$ cat config.mk
export PLATFORM = sky130hd
export DESIGN_NAME = pixel_frame_ctrl_flat
export DESIGN_NICKNAME = d
export VERILOG_FILES = /design/src/rtl/pixel_frame_ctrl_pkg.sv /design/src/rtl/pixel_frame_ctrl_if.sv /design/src/rtl/pixel_frame_ctrl_phase_timer.sv /design/src/rtl/pixel_frame_ctrl.sv /design/src/flat_wrapper.sv
export SDC_FILE = /design/constraint.sdc
export NUM_CORES = 1
export LEC_CHECK = 0
export BUFFER_PORTS_ARGS = -buffer_cell sky130_fd_sc_hd__buf_4
export CAP_MARGIN = 20
export CORE_UTILIZATION = 53
export CTS_CLUSTER_SIZE = 40
export DETAILED_ROUTE_END_ITERATION = 6
export PLACE_DENSITY = 0.8
export SYNTH_ARGS = -nofsm -noshare
export SYNTH_HDL_FRONTEND = slang
export SYNTH_HIERARCHICAL = 1
export SYNTH_SLANG_ARGS = --single-unit
$ cat constraint.sdc
create_clock -name clk -period 3.3 [get_ports clk]
set_clock_uncertainty 0.1 [all_clocks]
set_input_delay 0.165 -clock clk [delete_from_list [all_inputs] [get_ports clk]]
set_output_delay 0.165 -clock clk [all_outputs]
set_load 0.1 [all_outputs]
$ cat src/rtl/pixel_frame_ctrl_pkg.sv
// pixel_ctrl_pkg: shared state encoding, default phase lengths and exposure-length helper
// for the 2x2 pixel frame sequencer.
package pixel_ctrl_pkg;
    typedef enum logic [2:0] {
        S_IDLE,
        S_ERASE,
        S_EXPOSE,
        S_CONVERT,
        S_READ1,
        S_WAIT1,
        S_READ2,
        S_WAIT2
    } ctrl_state_t;
    localparam int C_ERASE_DEF   = 5;
    localparam int C_EXPOSE_DEF  = 255;
    localparam int C_CONVERT_DEF = 255;
    // A requested exposure of zero selects the default length.
    function automatic logic [7:0] expose_len(input logic [7:0] req, input logic [7:0] def);
        return (req == 8'd0) ? def : req;
    endfunction
endpackage

$ cat src/rtl/pixel_frame_ctrl_if.sv
// pixel_frame_ctrl_if: array-side strobes/ramp/pixel buses plus the row readout valid/ready channel.
// master = sequencer (drives strobes, dac_code, out_*; receives pix_a/pix_b, out_ready)
// slave  = array model + readout sink (the opposite directions)
interface pixel_frame_ctrl_if #(parameter int DW = 8);
    logic          erase;
    logic          expose;
    logic          convert;
    logic          read1;
    logic          read2;
    logic [DW-1:0] dac_code;
    logic [DW-1:0] pix_a;
    logic [DW-1:0] pix_b;
    logic [DW-1:0] out_a;
    logic [DW-1:0] out_b;
    logic          out_row;
    logic          out_valid;
    logic          out_ready;
    modport master (
        output erase, expose, convert, read1, read2, dac_code,
        output out_a, out_b, out_row, out_valid,
        input  pix_a, pix_b, out_ready
    );
    modport slave (
        input  erase, expose, convert, read1, read2, dac_code,
        input  out_a, out_b, out_row, out_valid,
        output pix_a, pix_b, out_ready
    );
endinterface

$ cat src/rtl/pixel_frame_ctrl_phase_timer.sv
// phase_timer: loadable 8-bit down-counter shared by the erase, expose and convert phases.
// Ports: clk, reset (sync, active-high), load/value (reload), span (length used for the
// up-count view), done (count has reached 1, i.e. last cycle of the phase), up (span - count).
module phase_timer (
    input  logic       clk,
    input  logic       reset,
    input  logic       load,
    input  logic [7:0] value,
    input  logic [7:0] span,
    output logic       done,
    output logic [7:0] up
);
    logic [7:0] count;
    always_ff @(posedge clk) begin
        if (reset)
            count <= 8'd0;
        else if (load)
            count <= value;
        else if (count != 8'd0)
            count <= count - 8'd1;
    end
    assign done = (count == 8'd1);
    // With span loaded, the first cycle reads 0 and the last reads span-1.
    assign up = span - count;
endmodule

$ cat src/rtl/pixel_frame_ctrl.sv
// pixel_frame_ctrl: frame sequencer driving ERASE/EXPOSE/CONVERT/READ1/READ2, the conversion
// ramp, and a valid/ready hand-off of each captured pixel row.
// Ports: clk, reset (sync, active-high), start, continuous, expose_cycles (latched on start or
// continuous restart), busy, frame_cnt (completed frames, wraps), bus (array + readout channel).
module pixel_frame_ctrl #(
    parameter int C_ERASE      = pixel_ctrl_pkg::C_ERASE_DEF,
    parameter int C_EXPOSE_DEF = pixel_ctrl_pkg::C_EXPOSE_DEF,
    parameter int C_CONVERT    = pixel_ctrl_pkg::C_CONVERT_DEF,
    parameter int DW           = 8
) (
    input  logic                  clk,
    input  logic                  reset,
    input  logic                  start,
    input  logic                  continuous,
    input  logic [7:0]            expose_cycles,
    output logic                  busy,
    output logic [15:0]           frame_cnt,
    pixel_frame_ctrl_if.master    bus
);
    import pixel_ctrl_pkg::*;
    ctrl_state_t state, state_n;
    logic [7:0] exp_len;
    logic [7:0] load_val;
    logic [7:0] ramp;
    logic       load;
    logic       done;
    logic       hs;
    logic       relatch;
    assign hs      = bus.out_valid & bus.out_ready;
    assign relatch = (state == S_IDLE && start) || (state == S_WAIT2 && hs && continuous);
    always_ff @(posedge clk) begin
        if (reset)
            state <= S_IDLE;
        else
            state <= state_n;
    end
    always_comb begin
        state_n = state;
        unique case (state)
            S_IDLE:    if (start) state_n = S_ERASE;
            S_ERASE:   if (done) state_n = S_EXPOSE;
            S_EXPOSE:  if (done) state_n = S_CONVERT;
            S_CONVERT: if (done) state_n = S_READ1;
            S_READ1:   state_n = S_WAIT1;
            S_WAIT1:   if (hs) state_n = S_READ2;
            S_READ2:   state_n = S_WAIT2;
            S_WAIT2:   if (hs) state_n = continuous ? S_ERASE : S_IDLE;
            default:   state_n = S_IDLE;
        endcase
    end
    always_comb begin
        bus.erase    = (state == S_ERASE);
        bus.expose   = (state == S_EXPOSE);
        bus.convert  = (state == S_CONVERT);
        bus.read1    = (state == S_READ1);
        bus.read2    = (state == S_READ2);
        bus.dac_code = (state == S_CONVERT) ? DW'(ramp) : '0;
        busy         = (state != S_IDLE);
    end
    // The timer is reloaded on every state change; only the timed phases look at it.
    assign load     = (state_n != state);
    assign load_val = (state_n == S_ERASE)  ? 8'(C_ERASE) :
                      (state_n == S_EXPOSE) ? exp_len : 8'(C_CONVERT);
    phase_timer u_timer (
        .clk   (clk),
        .reset (reset),
        .load  (load),
        .value (load_val),
        .span  (8'(C_CONVERT)),
        .done  (done),
        .up    (ramp)
    );
    always_ff @(posedge clk) begin
        if (reset) begin
            exp_len       <= 8'd0;
            bus.out_a     <= '0;
            bus.out_b     <= '0;
            bus.out_row   <= 1'b0;
            bus.out_valid <= 1'b0;
            frame_cnt     <= 16'd0;
        end else begin
            if (relatch)
                exp_len <= expose_len(expose_cycles, 8'(C_EXPOSE_DEF));
            if (state == S_READ1 || state == S_READ2) begin
                bus.out_a     <= bus.pix_a;
                bus.out_b     <= bus.pix_b;
                bus.out_row   <= (state == S_READ2);
                bus.out_valid <= 1'b1;
            end else if ((state == S_WAIT1 || state == S_WAIT2) && hs) begin
                bus.out_valid <= 1'b0;
            end
            if (state == S_WAIT2 && hs)
                frame_cnt <= frame_cnt + 16'd1;
        end
    end
endmodule

$ cat src/flat_wrapper.sv
// flat-port wrapper written by rule: the top's interface ports become plain ports
module pixel_frame_ctrl_flat import pixel_ctrl_pkg::*;
#(
    parameter int C_ERASE      = pixel_ctrl_pkg::C_ERASE_DEF,
    parameter int C_EXPOSE_DEF = pixel_ctrl_pkg::C_EXPOSE_DEF,
    parameter int C_CONVERT    = pixel_ctrl_pkg::C_CONVERT_DEF,
    parameter int DW           = 8
)
  (clk, reset, start, continuous, expose_cycles, busy, frame_cnt, bus_erase, bus_expose, bus_convert, bus_read1, bus_read2, bus_dac_code, bus_out_a, bus_out_b, bus_out_row, bus_out_valid, bus_pix_a, bus_pix_b, bus_out_ready);
  pixel_frame_ctrl_if #(.DW(DW)) bus_i ();
  input  logic clk;
  input  logic reset;
  input  logic start;
  input  logic continuous;
  input  logic [7:0] expose_cycles;
  output logic busy;
  output logic [15:0] frame_cnt;
  output wire logic [$bits(bus_i.erase)-1:0] bus_erase;
  output wire logic [$bits(bus_i.expose)-1:0] bus_expose;
  output wire logic [$bits(bus_i.convert)-1:0] bus_convert;
  output wire logic [$bits(bus_i.read1)-1:0] bus_read1;
  output wire logic [$bits(bus_i.read2)-1:0] bus_read2;
  output wire logic [$bits(bus_i.dac_code)-1:0] bus_dac_code;
  output wire logic [$bits(bus_i.out_a)-1:0] bus_out_a;
  output wire logic [$bits(bus_i.out_b)-1:0] bus_out_b;
  output wire logic [$bits(bus_i.out_row)-1:0] bus_out_row;
  output wire logic [$bits(bus_i.out_valid)-1:0] bus_out_valid;
  input wire logic [$bits(bus_i.pix_a)-1:0] bus_pix_a;
  input wire logic [$bits(bus_i.pix_b)-1:0] bus_pix_b;
  input wire logic [$bits(bus_i.out_ready)-1:0] bus_out_ready;
  assign bus_erase = bus_i.erase;
  assign bus_expose = bus_i.expose;
  assign bus_convert = bus_i.convert;
  assign bus_read1 = bus_i.read1;
  assign bus_read2 = bus_i.read2;
  assign bus_dac_code = bus_i.dac_code;
  assign bus_out_a = bus_i.out_a;
  assign bus_out_b = bus_i.out_b;
  assign bus_out_row = bus_i.out_row;
  assign bus_out_valid = bus_i.out_valid;
  assign bus_i.pix_a = bus_pix_a;
  assign bus_i.pix_b = bus_pix_b;
  assign bus_i.out_ready = bus_out_ready;
  pixel_frame_ctrl #(.C_ERASE(C_ERASE), .C_EXPOSE_DEF(C_EXPOSE_DEF), .C_CONVERT(C_CONVERT), .DW(DW)) u_core (.clk(clk), .reset(reset), .start(start), .continuous(continuous), .expose_cycles(expose_cycles), .busy(busy), .frame_cnt(frame_cnt), .bus(bus_i));
endmodule
# == After elaboration in Yosys (flattened, before gate mapping) ==
# Cells that the tools add are included.
# totals
mem_bits_rw,0
register_bits,53
mem_count,0
romBits,0
latch_bits,0
# op_classes
order_cmp,0
n_div,0
add_sub_neg,3
shift,0
n_reduce_logical,13
n_mux,16
mul,0
n_eq_ne,11
bitwise,1
# op_table
cell,n
$mux W8,6
$pmux W3 S8,1
$mux W3,6
$add A16 B1 Y16 const B,1
$eq A3 B3 Y1 const B,4
$eq A3 B2 Y1 const B,3
$eq A8 B1 Y1 const B,1
$logic_not A8 Y1,1
$reduce_bool A8 Y1,1
$sub A8 B1 Y8 const B,1
$sub A8 B8 Y8 const A,1
$eq A3 B1 Y1 const B,2
$logic_and A1 B1 Y1,4
$reduce_bool A2 Y1,2
$logic_not A3 Y1,1
$logic_or A1 B1 Y1,3
$mux W1,3
$ne A3 B3 Y1,1
$reduce_bool A3 Y1,1
$and A1 B1 Y1,1

# == Depth between registers and ports, before layout ==
# Gate-level depths: netlist of run 1.
# depth
ltp_word,7
ltp_mapped,10

# == By module ==
# The synthesis of run 1 kept the hierarchy.
# modules_own_cells
module,n_inst,area_each_um2,cells_per_inst
pixel_frame_ctrl,1,2098.3,249
phase_timer,1,760.7,93

# == Worst setup path before layout of run 1 ==
# OpenSTA, ideal clock, no wires.
# synth_path
path_kind,register to output
startpoint,register u_core.state[2]
endpoint,output port bus_dac_code[0]
path_buffers,2
t_arrival_ns,2.995
t_required_ns,3.035
path_stages_with_launch,5
slack_ns,0.040
path_cell_list,dfxtp_1 buf_4 clkbuf_1 nor2_1 and2_1
# synth_via
elab_chain_len,2
# synth_lines
item,line,text
from (decl),pixel_frame_ctrl.sv:21,"ctrl_state_t state, state_n;"
from (signal assigned),pixel_frame_ctrl.sv:35,state <= state_n;
$eq A3 B2 Y1,n/a,
net bus_convert,flat_wrapper.sv:20,output wire logic [$bits(bus_i.convert)-1:0] bus_convert;
$mux W8,pixel_frame_ctrl.sv:57,bus.dac_code = (state == S_CONVERT) ? DW'(ramp) : '0;
to (decl),flat_wrapper.sv:23,output wire logic [$bits(bus_i.dac_code)-1:0] bus_dac_code;
# The timed path passes the listed nets, and every way through them passes these cells.

# == Worst setup path in the final report of run 1 ==
# layout_path
startpoint,register u_core.u_timer.count[5]
endpoint,register u_core.u_timer.count[4]
# layout_via
elab_chain_len,7
# layout_lines
item,line,text
from (decl),pixel_frame_ctrl_phase_timer.sv:13,logic [7:0] count;
from (signal assigned),pixel_frame_ctrl_phase_timer.sv:18,count <= value;
from (signal assigned),pixel_frame_ctrl_phase_timer.sv:20,count <= count - 8'd1;
$eq A8 B1 Y1 *,pixel_frame_ctrl_phase_timer.sv:22,assign done = (count == 8'd1);
net u_core.done,pixel_frame_ctrl.sv:26,logic done;
$mux W3 (on tied branches),"pixel_frame_ctrl.sv:43, pixel_frame_ctrl.sv:41, pixel_frame_ctrl.sv:42",
$pmux W3 S8 *,pixel_frame_ctrl.sv:39,unique case (state)
$eq A3 B2 Y1,pixel_frame_ctrl.sv:63,(state_n == S_EXPOSE) ? exp_len : 8'(C_CONVERT);
$mux W8,pixel_frame_ctrl.sv:63,
$mux W8 *,pixel_frame_ctrl.sv:62,assign load_val = (state_n == S_ERASE) ? 8'(C_ERASE) :
net u_core.load_val[4],pixel_frame_ctrl.sv:23,logic [7:0] load_val;
$mux W8 *,pixel_frame_ctrl_phase_timer.sv:17,else if (load)
# Mark *: on every way through the listed nets, which the timed path passes. The rest lies on a longest branch.
# A chain may end at the register's enable or synchronous reset.

==> reports/metrics.yaml, run 1 <==
clock_tree:
  cts_post_setup_buffers_inserted: 0
  worstSkewPairLatency_ns: 0.31
  root_buffer: "clkbuf_8"
  cts_sinks: 53
  cts_buffers: 5
  clk_path_buf_depth: 2
  cts_resized: 0
  path_clk_slew_ns: 0.09
  cts_max_level: 2
  cts_tree: "yes"
min_path:
  min_to: "u_core/bus.out_a[7]$_SDFFE_PP0P_"
  min_path_type: "in2reg"
  whs_path_depth: 3
  hold_start: "bus_pix_a[7]"
route:
  drtPass1Iterations: 4
  wire_per_inst_um: 12.6
  postRouteAntennaNets: 0
  drt-total-wl_um: 6350
  dr_total_vias: 2615
  drtIter0Drc: 116
  viasPerCell: 5.19
  drc_errors: 0
timing:
  final.period_utilization_pct: 87.6
  finalSetupViolations: 0
  min_period_ns: 2.89
  hold_violations: 0
  setup_tns_ns: 0
  worst_slew_pin_slew_ns: 0.656
  fmax_ghz: 0.346
  rsz0062_at_grt: "false"
  timing.slew.headroom_pct: 56.2
  drv_slew: 0
power:
  pwr-share-comb_pct: 44.6
  power_density_mw_per_mm2: 558
  p_sw_uw: 780
  sw_frac_of_total_pct: 37.8
  power_frac_seq_pct: 37.9
  max-vdd-ir-drop_mv: 0.405
  p_clk_share_pct: 17.5
  intPower_uw: 1290
  cellLeakagePower_uw: 0.00156
critical_path:
  start_kind: "flip-flop"
  timing.rr.end: "u_core/u_timer/count[4]$_SDFFE_PP0P_"
  reg2regPathDepth: 10
  cp.required_ns: 3.39
  r2r-start: "u_core/u_timer/count[5]$_SDFFE_PP0P_"
  crit_arrival_ns: 2.98
  worstSetupPathType: "reg2reg"
  slowest_delay_ns: 0.54
  critPathSlowestCell: "or4_4"
  critPathMostFrequentCell: "or4_4"
  crit_family: "simple AND/OR/NAND/NOR gates"
  reg2reg_slack_ns: 0.41
  critical_path_buf_inv_count: 0
  crit_fanout: 8
  crit_path_cell_trace: "or4_4 -> nor3_2 -> and2_1 -> nor2_1 -> or4_4 -> a211oi_4 -> a22oi_1 -> nand2_1 -> o21ai_0 -> nor2b_1"
  cp-end-kind: "flip-flop"
cells_and_area:
  syn2layout_area_growth_pct: 29.5
  nNetsFinal: 474
  drive_above_1_share_pct: 23.3
  fin_cells: 504
  antennaDiodeCount: 0
global_route:
  grt_use_total_pct: 22.6
  gr-total-overflow: 0
  antenna_found_initial: 0
  grt_pass1_vias: 2226
  grt_pass1_wl_um: 9870
  grt_start_max_net_pins: 43
synthesis:
  synth_area_mm2: 0.00286
  yosysTopAreaCellShare_pct: 37.1
  yosysTopAreaCell: "dfxtp_1"
  synth.distinct_cells: 57
  synth_ff_type: "dfxtp_1"
  synth_area_per_cell_um2: 8.36
  synth_seq_cells: 53
  ys_seq_area_share_pct: 37.1
  async_reset_ff_share_pct: 0
  synth_edf_count: 0
  synthCells: 342
  synthTopCellsByArea: "dfxtp_1, a21oi_1, nand2_1, ha_1, xnor2_1"
  ys_warn_count: 6
job:
  cap_violations: 0
placed_design:
  dp_hpwl_um: 4290
  gp_congestion: 0.801
  placedCellCount: 482
  io_buffers: 76
die:
  start_util_pct: 55.6
  core-area_mm2: 0.00514
  fp.dieH_um: 75.4
  die_area_mm2: 0.00569
  rows: 26
  fp.dieW_um: 75.4
  boundaryPins: 77
status:
  status: "complete, no violations"
==> metal layers <==
metal	wire, um	up-vias	global-route usage [%]
li1	-	1366	-
met2	3090	54	38.2
met5	0	-	0
met3	201	11	4.37
met1	2920	1184	28.8
met4	133	0	8.23
==> synthesized netlist by cell type (3+ instances only) <==
cell,number
and2_1,13
nand3_1,8
nor2b_1,3
dfxtp_1,53
o221a_1,8
nand2_1,50
a21oi_1,43
nand4_1,4
nor2_1,23
nor4_1,3
o21ai_0,3
inv_1,18
xor2_1,7
a22oi_1,6
xnor2_1,12
and3_1,3
ha_1,11
o31ai_1,3
o21ai_1,7
clkbuf_1,8
or3_1,8
==> worst max path at each step <==
stage,startpoint,end,slack [ns],cells past startpoint
floorplan,u_core/state[2]$_SDFF_PP0_,bus_dac_code[0],0.04,4
CTS,u_core/u_timer/count[5]$_SDFFE_PP0P_,u_core/u_timer/count[4]$_SDFFE_PP0P_,0.43,10
global placement,u_core/u_timer/count[5]$_SDFFE_PP0P_,u_core/u_timer/count[4]$_SDFFE_PP0P_,0.49,10
finish,u_core/u_timer/count[5]$_SDFFE_PP0P_,u_core/u_timer/count[4]$_SDFFE_PP0P_,0.41,10
global route,u_core/u_timer/count[5]$_SDFFE_PP0P_,u_core/u_timer/count[4]$_SDFFE_PP0P_,0.23,10
detailed placement,u_core/u_timer/count[5]$_SDFFE_PP0P_,u_core/u_timer/count[4]$_SDFFE_PP0P_,0.46,10
==> layout make-up <==
class,instances,area (um2)
clock buffer,6,72.6
clock inverter,2,15.0
fill,430,1440
inverter,18,67.6
multi-input combinational,264,1680
sequential,53,1060
tap,70,87.6
timing repair buffer,91,718
==> cells by family (layout without fill, tap and decap cells) <==
kind of cell	Yosys count	after routing	share of synthesized area, %
other	1	9	0.131
DFF	53	53	37.1
xor gates and xnor gates	19	19	5.82
AOI/OAI and AO/OA	87	87	20.7
buffers and inverters	33	117	5.21
and+or+nand+nor	134	134	24.3
adders and majority gates	12	12	5.51
muxes	3	3	1.23
==> layout by cell type (no fill, tap or decap), types with 4 or more instances in the layout <==
cell           synthesis  layout
xor2_1                 7       7
o21ai_1                7       7
and2_1                13      13
inv_1                 18      18
ha_1                  11      11
nand4_1                4       4
conb_1                 1       9
nand3_1                8       8
o221a_1                8       8
or3_1                  8       8
dfxtp_1               53      53
nand2_1               50      50
dlygate4sd3_1          0      14
a21oi_1               43      43
nor2_1                23      23
clkbuf_8               0       5
buf_4                  2      77
a22oi_1                6       6
xnor2_1               12      12
==> flip-flops by register name, summed over array words and instances, names as in the netlist <==
signal and count:
u_core/bus.out_valid 1, u_core/bus.out_b 8, u_core/bus.out_a 8, u_core/exp_len 8, u_core/state 3, u_core/u_timer/count 8, u_core/frame_cnt 16, u_core/bus.out_row 1
==> timing repair <==
action | CTS | global route
hold buffers | 14 | 0
endpoints found under the hold margin | 14 | 0
setup endpoints to repair | 0 | 0
==> tightest hold or removal path, delay by kind of cell <==
family / cells / cell delay [ns]
AOI/OAI and AO/OA: 1 / 0.06
and+or+nand+nor: 1 / 0.04
buffers and inverters: 1 / 0.11
==> power groups by stage <==
stage	registers [uW]	logic (uW)	clock network [uW]
detailed placement	793	891	0
finish	782	922	361
global placement	789	877	0
global route	790	1030	396
floorplan	770	754	0
CTS	780	918	368
==> stage by stage <==
| step | power (uW) | worst slack, ns | hold WS [ns] | cell area, um2 | utilization [%] |
|---|---|---|---|---|---|
| 3_3_place_gp | 1670 | 0.495 | 0.312 | 3470 | 67.6 |
| 3_5_place_dp | 1680 | 0.465 | 0.320 | 3470 | 67.6 |
| 5_1_grt | 2220 | 0.228 | 0.0234 | 3700 | 72.0 |
| 6_report | 2070 | 0.408 | 0.0184 | 3700 | 72.0 |
| 4_1_cts | 2070 | 0.435 | 0.00212 | 3700 | 72.0 |
| 2_1_floorplan | 1520 | 0.0400 | 0.177 | 2890 | - |
No activity file was read; power rests on OpenSTA's default activity.
==> run 2, diff against run 1 <==
- CORE_UTILIZATION: 53 -> 57
- PLACE_DENSITY: 0.8 -> 0.86
- clock period: 3.3 -> 3.6 ns (I/O delays scaled with it)
==> run 2 against run 1 <==
  * Register-to-register slack improved by 0.24 ns
  * Count of clock-buffer cells in the layout did not move
  * Global-route usage rose by 1.3 points
  * Final area fell by 2.0%
  * Setup slack improved by 0.24 ns
  * Critical endpoint unchanged
  * Via count rose by 0.19%
  * Total power fell by 8.8%
  * Non-clock buffer count fell by 7
==> reports/metrics.yaml, run 2 (synthesis results as in run 1) <==
status:
  status: "complete, no violations"  # unchanged
global_route:
  met1_usage_pct: 27.8  # was 28.8%
  grt_busiest_layer: "met2"  # unchanged
  gr-total-overflow: 0  # unchanged
  antenna_found_initial: 0  # unchanged
  met2_usage_pct: 41.6  # was 38.2%
  grt_pass1_vias: 2310  # was 2226
  met3_usage_pct: 5.80  # was 4.37%
  grt_use_total_pct: 23.9  # was 22.6%
  grt_pass1_wl_um: 9930  # was 9870 um
  grt_start_max_net_pins: 43  # unchanged
timing:
  worst_slew_pin_slew_ns: 0.718  # was 0.656 ns
  setup_tns_ns: 0  # unchanged
  holdWs_ns: 0.00893  # was 0.0184 ns
  timing.slew.headroom_pct: 52.0  # was 56.2%
  drv_slew: 0  # unchanged
  rsz0062_at_grt: "false"  # unchanged
  fmax_ghz: 0.339  # was 0.346 GHz
  min_period_ns: 2.95  # was 2.89 ns
  finalSetupViolations: 0  # unchanged
  final.period_utilization_pct: 82.0  # was 87.6%
  hold_violations: 0  # unchanged
cells_and_area:
  antennaDiodeCount: 0  # unchanged
  fin_util_pct: 75.8  # was 72.0%
  final_cell_mix: "buf_4, dfxtp_1, nand2_1"  # unchanged
  fin_area_mm2: 0.00363  # was 0.00370 mm2
  nNetsFinal: 467  # was 474
  syn2layout_area_growth_pct: 26.8  # was 29.5%
  largest_reg_flops: 16  # unchanged
  drive_above_1_share_pct: 23.7  # was 23.3%
  final_common_cell: "buf_4"  # unchanged
  largest-register: "u_core/frame_cnt"  # unchanged
min_path:
  min_to: "u_core/bus.out_a[0]$_SDFFE_PP0P_"  # was u_core/bus.out_a[7]$_SDFFE_PP0P_
  whs_path_depth: 3  # unchanged
  min_path_type: "in2reg"  # unchanged
  hold_start: "bus_pix_a[0]"  # was bus_pix_a[7]
placed_design:
  gp_congestion: 0.762  # was 0.801
  dp_hpwl_um: 4450  # was 4290 um
  placed_cell_area_mm2: 0.00347  # about the same
  io_buffers: 76  # unchanged
clock_tree:
  cts_tree: "yes"  # unchanged
  cts_buffers: 5  # unchanged
  cts_max_level: 2  # unchanged
  cts_sinks: 53  # unchanged
  cts_resized: 0  # unchanged
  cts_post_setup_buffers_inserted: 0  # unchanged
  clk_path_buf_depth: 2  # unchanged
  root_buffer: "clkbuf_8"  # unchanged
  ctsHoldBuffers: 7  # was 14
  path_clk_slew_ns: 0.10  # was 0.09 ns
  worstSkewPairLatency_ns: 0.31  # about the same
die:
  core-area_mm2: 0.00479  # was 0.00514 mm2
  fp.dieH_um: 72.8  # was 75.4 um
  fp.dieW_um: 72.8  # was 75.4 um
  start_util_pct: 59.7  # was 55.6%
  boundaryPins: 77  # unchanged
  rows: 25  # was 26
  die_area_mm2: 0.00530  # was 0.00569 mm2
power:
  sw_frac_of_total_pct: 37.6  # was 37.8%
  power_density_mw_per_mm2: 519  # was 558 mW/mm2
  power_frac_seq_pct: 38.0  # was 37.9%
  p_clk_share_pct: 17.7  # was 17.5%
  p_sw_uw: 708  # was 780 uW
  cellLeakagePower_uw: 0.00154  # was 0.00156 uW
  pwr-share-comb_pct: 44.4  # was 44.6%
  max-vdd-ir-drop_mv: 0.320  # was 0.405 mV
  intPower_uw: 1180  # was 1290 uW
job:
  cap_violations: 0  # unchanged
route:
  dr_total_vias: 2620  # was 2615
  drc_errors: 0  # unchanged
  postRouteAntennaNets: 0  # unchanged
  wire_per_inst_um: 12.7  # was 12.6 um
  viasPerCell: 5.30  # was 5.19
  drt-total-wl_um: 6270  # was 6350 um
  drtPass1Iterations: 4  # unchanged
  drtIter0Drc: 110  # was 116
critical_path:
  start_kind: "flip-flop"  # unchanged
  reg2regPathDepth: 10  # unchanged
  crit_fanout: 8  # unchanged
  reg2reg_slack_ns: 0.65  # was 0.41 ns
  crit_arrival_ns: 3.04  # was 2.98 ns
  cp.required_ns: 3.69  # was 3.39 ns
  timing.rr.end: "u_core/u_timer/count[4]$_SDFFE_PP0P_"  # unchanged
  r2r-start: "u_core/u_timer/count[5]$_SDFFE_PP0P_"  # unchanged
  worstSetupPathType: "reg2reg"  # unchanged
  cp-end-kind: "flip-flop"  # unchanged
-- run 2: how the worst max path moves through the flow --
stage	from	to	slack [ns]	cells after the start
2_1_floorplan	u_core/state[2]$_SDFF_PP0_	bus_dac_code[0]	0.33	4
3_3_place_gp	u_core/u_timer/count[5]$_SDFFE_PP0P_	u_core/u_timer/count[4]$_SDFFE_PP0P_	0.80	10
3_5_place_dp	u_core/u_timer/count[5]$_SDFFE_PP0P_	u_core/u_timer/count[4]$_SDFFE_PP0P_	0.71	10
4_1_cts	u_core/u_timer/count[5]$_SDFFE_PP0P_	u_core/u_timer/count[4]$_SDFFE_PP0P_	0.68	10
5_1_grt	u_core/u_timer/count[5]$_SDFFE_PP0P_	u_core/u_timer/count[4]$_SDFFE_PP0P_	0.49	10
6_report	u_core/u_timer/count[5]$_SDFFE_PP0P_	u_core/u_timer/count[4]$_SDFFE_PP0P_	0.65	10
-- run 2: area by class of cell --
class / instances / area, um2
clock buffer: 6 / 72.6
fill: 390 / 1160
tap: 67 / 83.8
inverter: 18 / 67.6
sequential: 53 / 1060
multi-input combinational: 264 / 1680
clock inverter: 2 / 13.8
timing repair buffer: 84 / 648
-- run 2: power by group through the flow --
stage                     clock network (uW)  registers, uW  logic (uW)
after detailed placement                   0            727         814
after floorplan                            0            706         691
after global routing                     365            722         929
final                                    333            715         835
after global placement                     0            722         802
after CTS                                342            714         830
-- run 2: critical path: stages, from the launching register on --
cell      delay [ns]
dfxtp_1         0.35
or4_4           0.54
nor3_2          0.17
and2_1          0.27
nor2_1          0.10
or4_4           0.48
a211oi_4        0.39
a22oi_1         0.12
nand2_1         0.09
o21ai_0         0.08
nor2b_1         0.15
-- run 2: through the flow --
stage / setup slack, ns / instances / total power, uW
final: 0.648 / 494 / 1880
after global routing: 0.485 / 494 / 2020
after CTS: 0.684 / 494 / 1890
after detailed placement: 0.710 / 479 / 1540
after global placement: 0.796 / 479 / 1520
after floorplan: 0.325 / 350 / 1400
-- run 2: per-layer routing --
layer / wire length, um / up-vias / part of all wire (%)
met1: 2780 / 1182 / 44
met3: 284 / 15 / 4.5
met4: 149 / 0 / 2.4
met5: 0 / - / 0
li1: - / 1348 / -
met2: 3050 / 75 / 49
==> run 3, diff against run 2 <==
- CORE_UTILIZATION: 57 -> 47
- PLACE_DENSITY: 0.86 -> 0.75
- clock period: 3.6 -> 2.7 ns (I/O delays scaled with it)
==> run 3 against run 2 <==
  * Sequential share of layout area fell by 2.6 points
  * Non-clock buffer count rose by 29
  * Sequential cell count did not move
  * Final cell count rose by 7.5%
  * Via count rose by 3.4%
  * Largest power group unchanged
  * Wire length rose by 8.1%
  * Register-to-register slack got worse by 0.59 ns
==> reports/metrics.yaml, run 3 (synthesis results as in run 1) <==
status:
  status: "complete, no violations"  # unchanged
critical_path:
  crit_path_cell_trace: "or4_4 -> nor3_4 -> and2_4 -> nor2_4 -> or4_4 -> a211oi_4 -> buf_6 -> nand3b_1 -> a21oi_1 -> nor2_1"  # was or4_4 -> nor3_2 -> and2_1 -> nor2_1 -> or4_4 -> a211oi_4 -> a22oi_1 -> nand2_1 -> o21ai_0 -> nor2b_1
  critPathLaunch: "u_core/u_timer/count[4]$_SDFFE_PP0P_"  # was u_core/u_timer/count[5]$_SDFFE_PP0P_
  critPathSlowestCell: "or4_4"  # unchanged
  slowest_delay_ns: 0.56  # was 0.54 ns
  cp.required_ns: 2.80  # was 3.69 ns
  critical_path_buf_inv_count: 1  # was 0
  cp-end-kind: "flip-flop"  # unchanged
  critPathMostFrequentCell: "or4_4"  # unchanged
  r2r-start: "u_core/u_timer/count[4]$_SDFFE_PP0P_"  # was u_core/u_timer/count[5]$_SDFFE_PP0P_
  crit_fanout: 4  # was 8
  crit_family: "simple AND/OR/NAND/NOR gates"  # unchanged
  start_kind: "flip-flop"  # unchanged
  reg2regPathDepth: 10  # unchanged
  worstSetupPathType: "reg2reg"  # unchanged
  worstSetupPathDepth: 10  # unchanged
  crit_arrival_ns: 2.74  # was 3.04 ns
cells_and_area:
  nNetsFinal: 496  # was 467
  fillerInstances: 483  # was 390
  largest_reg_flops: 16  # unchanged
  final_cell_mix: "buf_4, dfxtp_1, nand2_1"  # unchanged
  fin_cells: 531  # was 494
  fin_area_mm2: 0.00398  # was 0.00363 mm2
  drive_above_1_share_pct: 27.4  # was 23.7%
  syn2layout_area_growth_pct: 39.2  # was 26.8%
  seq_area_mm2: 0.00106  # about the same
  final_common_cell: "buf_4"  # unchanged
  multi_input_area_mm2: 0.00173  # was 0.00168 mm2
  fin_util_pct: 67.6  # was 75.8%
  antennaDiodeCount: 0  # unchanged
  largest-register: "u_core/frame_cnt"  # unchanged
clock_tree:
  clk_path_buf_depth: 2  # unchanged
  cts_post_setup_buffers_inserted: 0  # unchanged
  cts_sinks: 53  # unchanged
  root_buffer: "clkbuf_8"  # unchanged
  cts_tree: "yes"  # unchanged
  cts_buffers: 5  # unchanged
  worstSkewPairLatency_ns: 0.31  # about the same
  path_clk_slew_ns: 0.10  # about the same
  cts_max_level: 2  # unchanged
timing:
  rsz0062_at_grt: "true"  # was false
  final.period_utilization_pct: 97.9  # was 82.0%
  finalSetupViolations: 0  # unchanged
  hold_violations: 0  # unchanged
  worst_slew_pin_slew_ns: 0.619  # was 0.718 ns
  drv_slew: 0  # unchanged
  min_period_ns: 2.64  # was 2.95 ns
  holdWs_ns: 0.153  # was 0.00893 ns
  fmax_ghz: 0.378  # was 0.339 GHz
  timing.slew.headroom_pct: 58.6  # was 52.0%
min_path:
  whs_path_depth: 4  # was 3
  min_path_type: "in2reg"  # unchanged
  hold_start: "bus_out_ready"  # was bus_pix_a[0]
placed_design:
  placed_cell_area_mm2: 0.00358  # was 0.00347 mm2
  io_buffers: 76  # unchanged
  gp_congestion: 0.842  # was 0.762
  placedCellCount: 499  # was 479
  dp_hpwl_um: 4550  # was 4450 um
global_route:
  antenna_found_initial: 0  # unchanged
  grt_use_total_pct: 20.6  # was 23.9%
  grt_start_max_net_pins: 43  # unchanged
  grt_pass1_wl_um: 10500  # was 9930 um
  grt_pass1_vias: 2365  # was 2310
  gr-total-overflow: 0  # unchanged
route:
  drtPass1Iterations: 4  # unchanged
  postRouteAntennaNets: 0  # unchanged
  wire_per_inst_um: 12.8  # was 12.7 um
  dr_total_vias: 2710  # was 2620
  drtIter0Drc: 86  # was 110
  drt-total-wl_um: 6780  # was 6270 um
  drc_errors: 0  # unchanged
  viasPerCell: 5.10  # was 5.30
power:
  sw_frac_of_total_pct: 37.1  # was 37.6%
  intPower_uw: 1710  # was 1180 uW
  max-vdd-ir-drop_mv: 0.434  # was 0.320 mV
  power_frac_seq_pct: 35.2  # was 38.0%
  p_clk_share_pct: 17.5  # was 17.7%
  power_density_mw_per_mm2: 682  # was 519 mW/mm2
  pwr-share-comb_pct: 47.3  # was 44.4%
  p_sw_uw: 1010  # was 708 uW
  cellLeakagePower_uw: 0.00169  # was 0.00154 uW
die:
  rows: 28  # was 25
  fp.dieW_um: 80.0  # was 72.8 um
  die_area_mm2: 0.00640  # was 0.00530 mm2
  boundaryPins: 77  # unchanged
  start_util_pct: 48.6  # was 59.7%
  fp.dieH_um: 80.0  # was 72.8 um
  core-area_mm2: 0.00589  # was 0.00479 mm2
job:
  cap_violations: 0  # unchanged
[run 3: changes by cell type in the layout (fill, tap and decap cells not counted), moves of 2 or more]
cell / change
dlygate4sd3_1: +17
nor2_1: -2
buf_4: +8
a22oi_1: -4
a22oi_2: +4
buf_6: +4
[run 3: area by class of cell]
class	instances	area share [%]
multi-input combinational	264	43.6
inverter	18	1.70
sequential	53	26.7
tap	75	2.36
clock inverter	2	0.409
timing repair buffer	113	23.2
clock buffer	6	2.08
[run 3: worst paths after layout]
kind,end,slack [ns]
min reg2reg,u_core/bus.out_a[4]$_SDFFE_PP0P_,0.36
max,u_core/u_timer/count[2]$_SDFFE_PP0P_,0.06
min,u_core/bus.out_valid$_SDFFE_PP0P_,0.15
max reg2reg,u_core/u_timer/count[2]$_SDFFE_PP0P_,0.06
[run 3: timing repair]
item,in CTS,in global routing
endpoints found under the hold margin,24,0
gates resized for setup,0,15
setup endpoints to repair,0,10
hold buffers,24,0
[run 3: power by group through the flow]
stage               logic [uW]  clock network [uW]  registers (uW)
floorplan                  922                   0             941
global placement          1160                   0             957
detailed placement        1180                   0             963
CTS                       1220                 495             944
global route              1410                 529             966
finish                    1280                 476             955
[run 3: tightest hold or removal path, stage by stage]
cell and delay, ns:
buf_4 0.10, nand2_1 0.10, a21oi_1 0.16, nor2_1 0.04
[run 3: layer usage]
layer	routed length, um	vias up	GRT usage, %
li1	-	1415	-
met1	3060	1218	25.8
met2	3360	60	34.4
met3	222	17	4.00
met4	133	0	8.21
met5	0	-	0
[run 3: per-stage QoR]
step / setup slack [ns] / total power, uW / TNS (ns)
after global routing: -0.0539 / 2910 / -0.322
final: 0.0575 / 2710 / 0
after floorplan: -0.0162 / 1860 / -0.0162
after global placement: 0.0686 / 2120 / 0
after CTS: 0.0298 / 2660 / 0
after detailed placement: 0.0634 / 2140 / 0
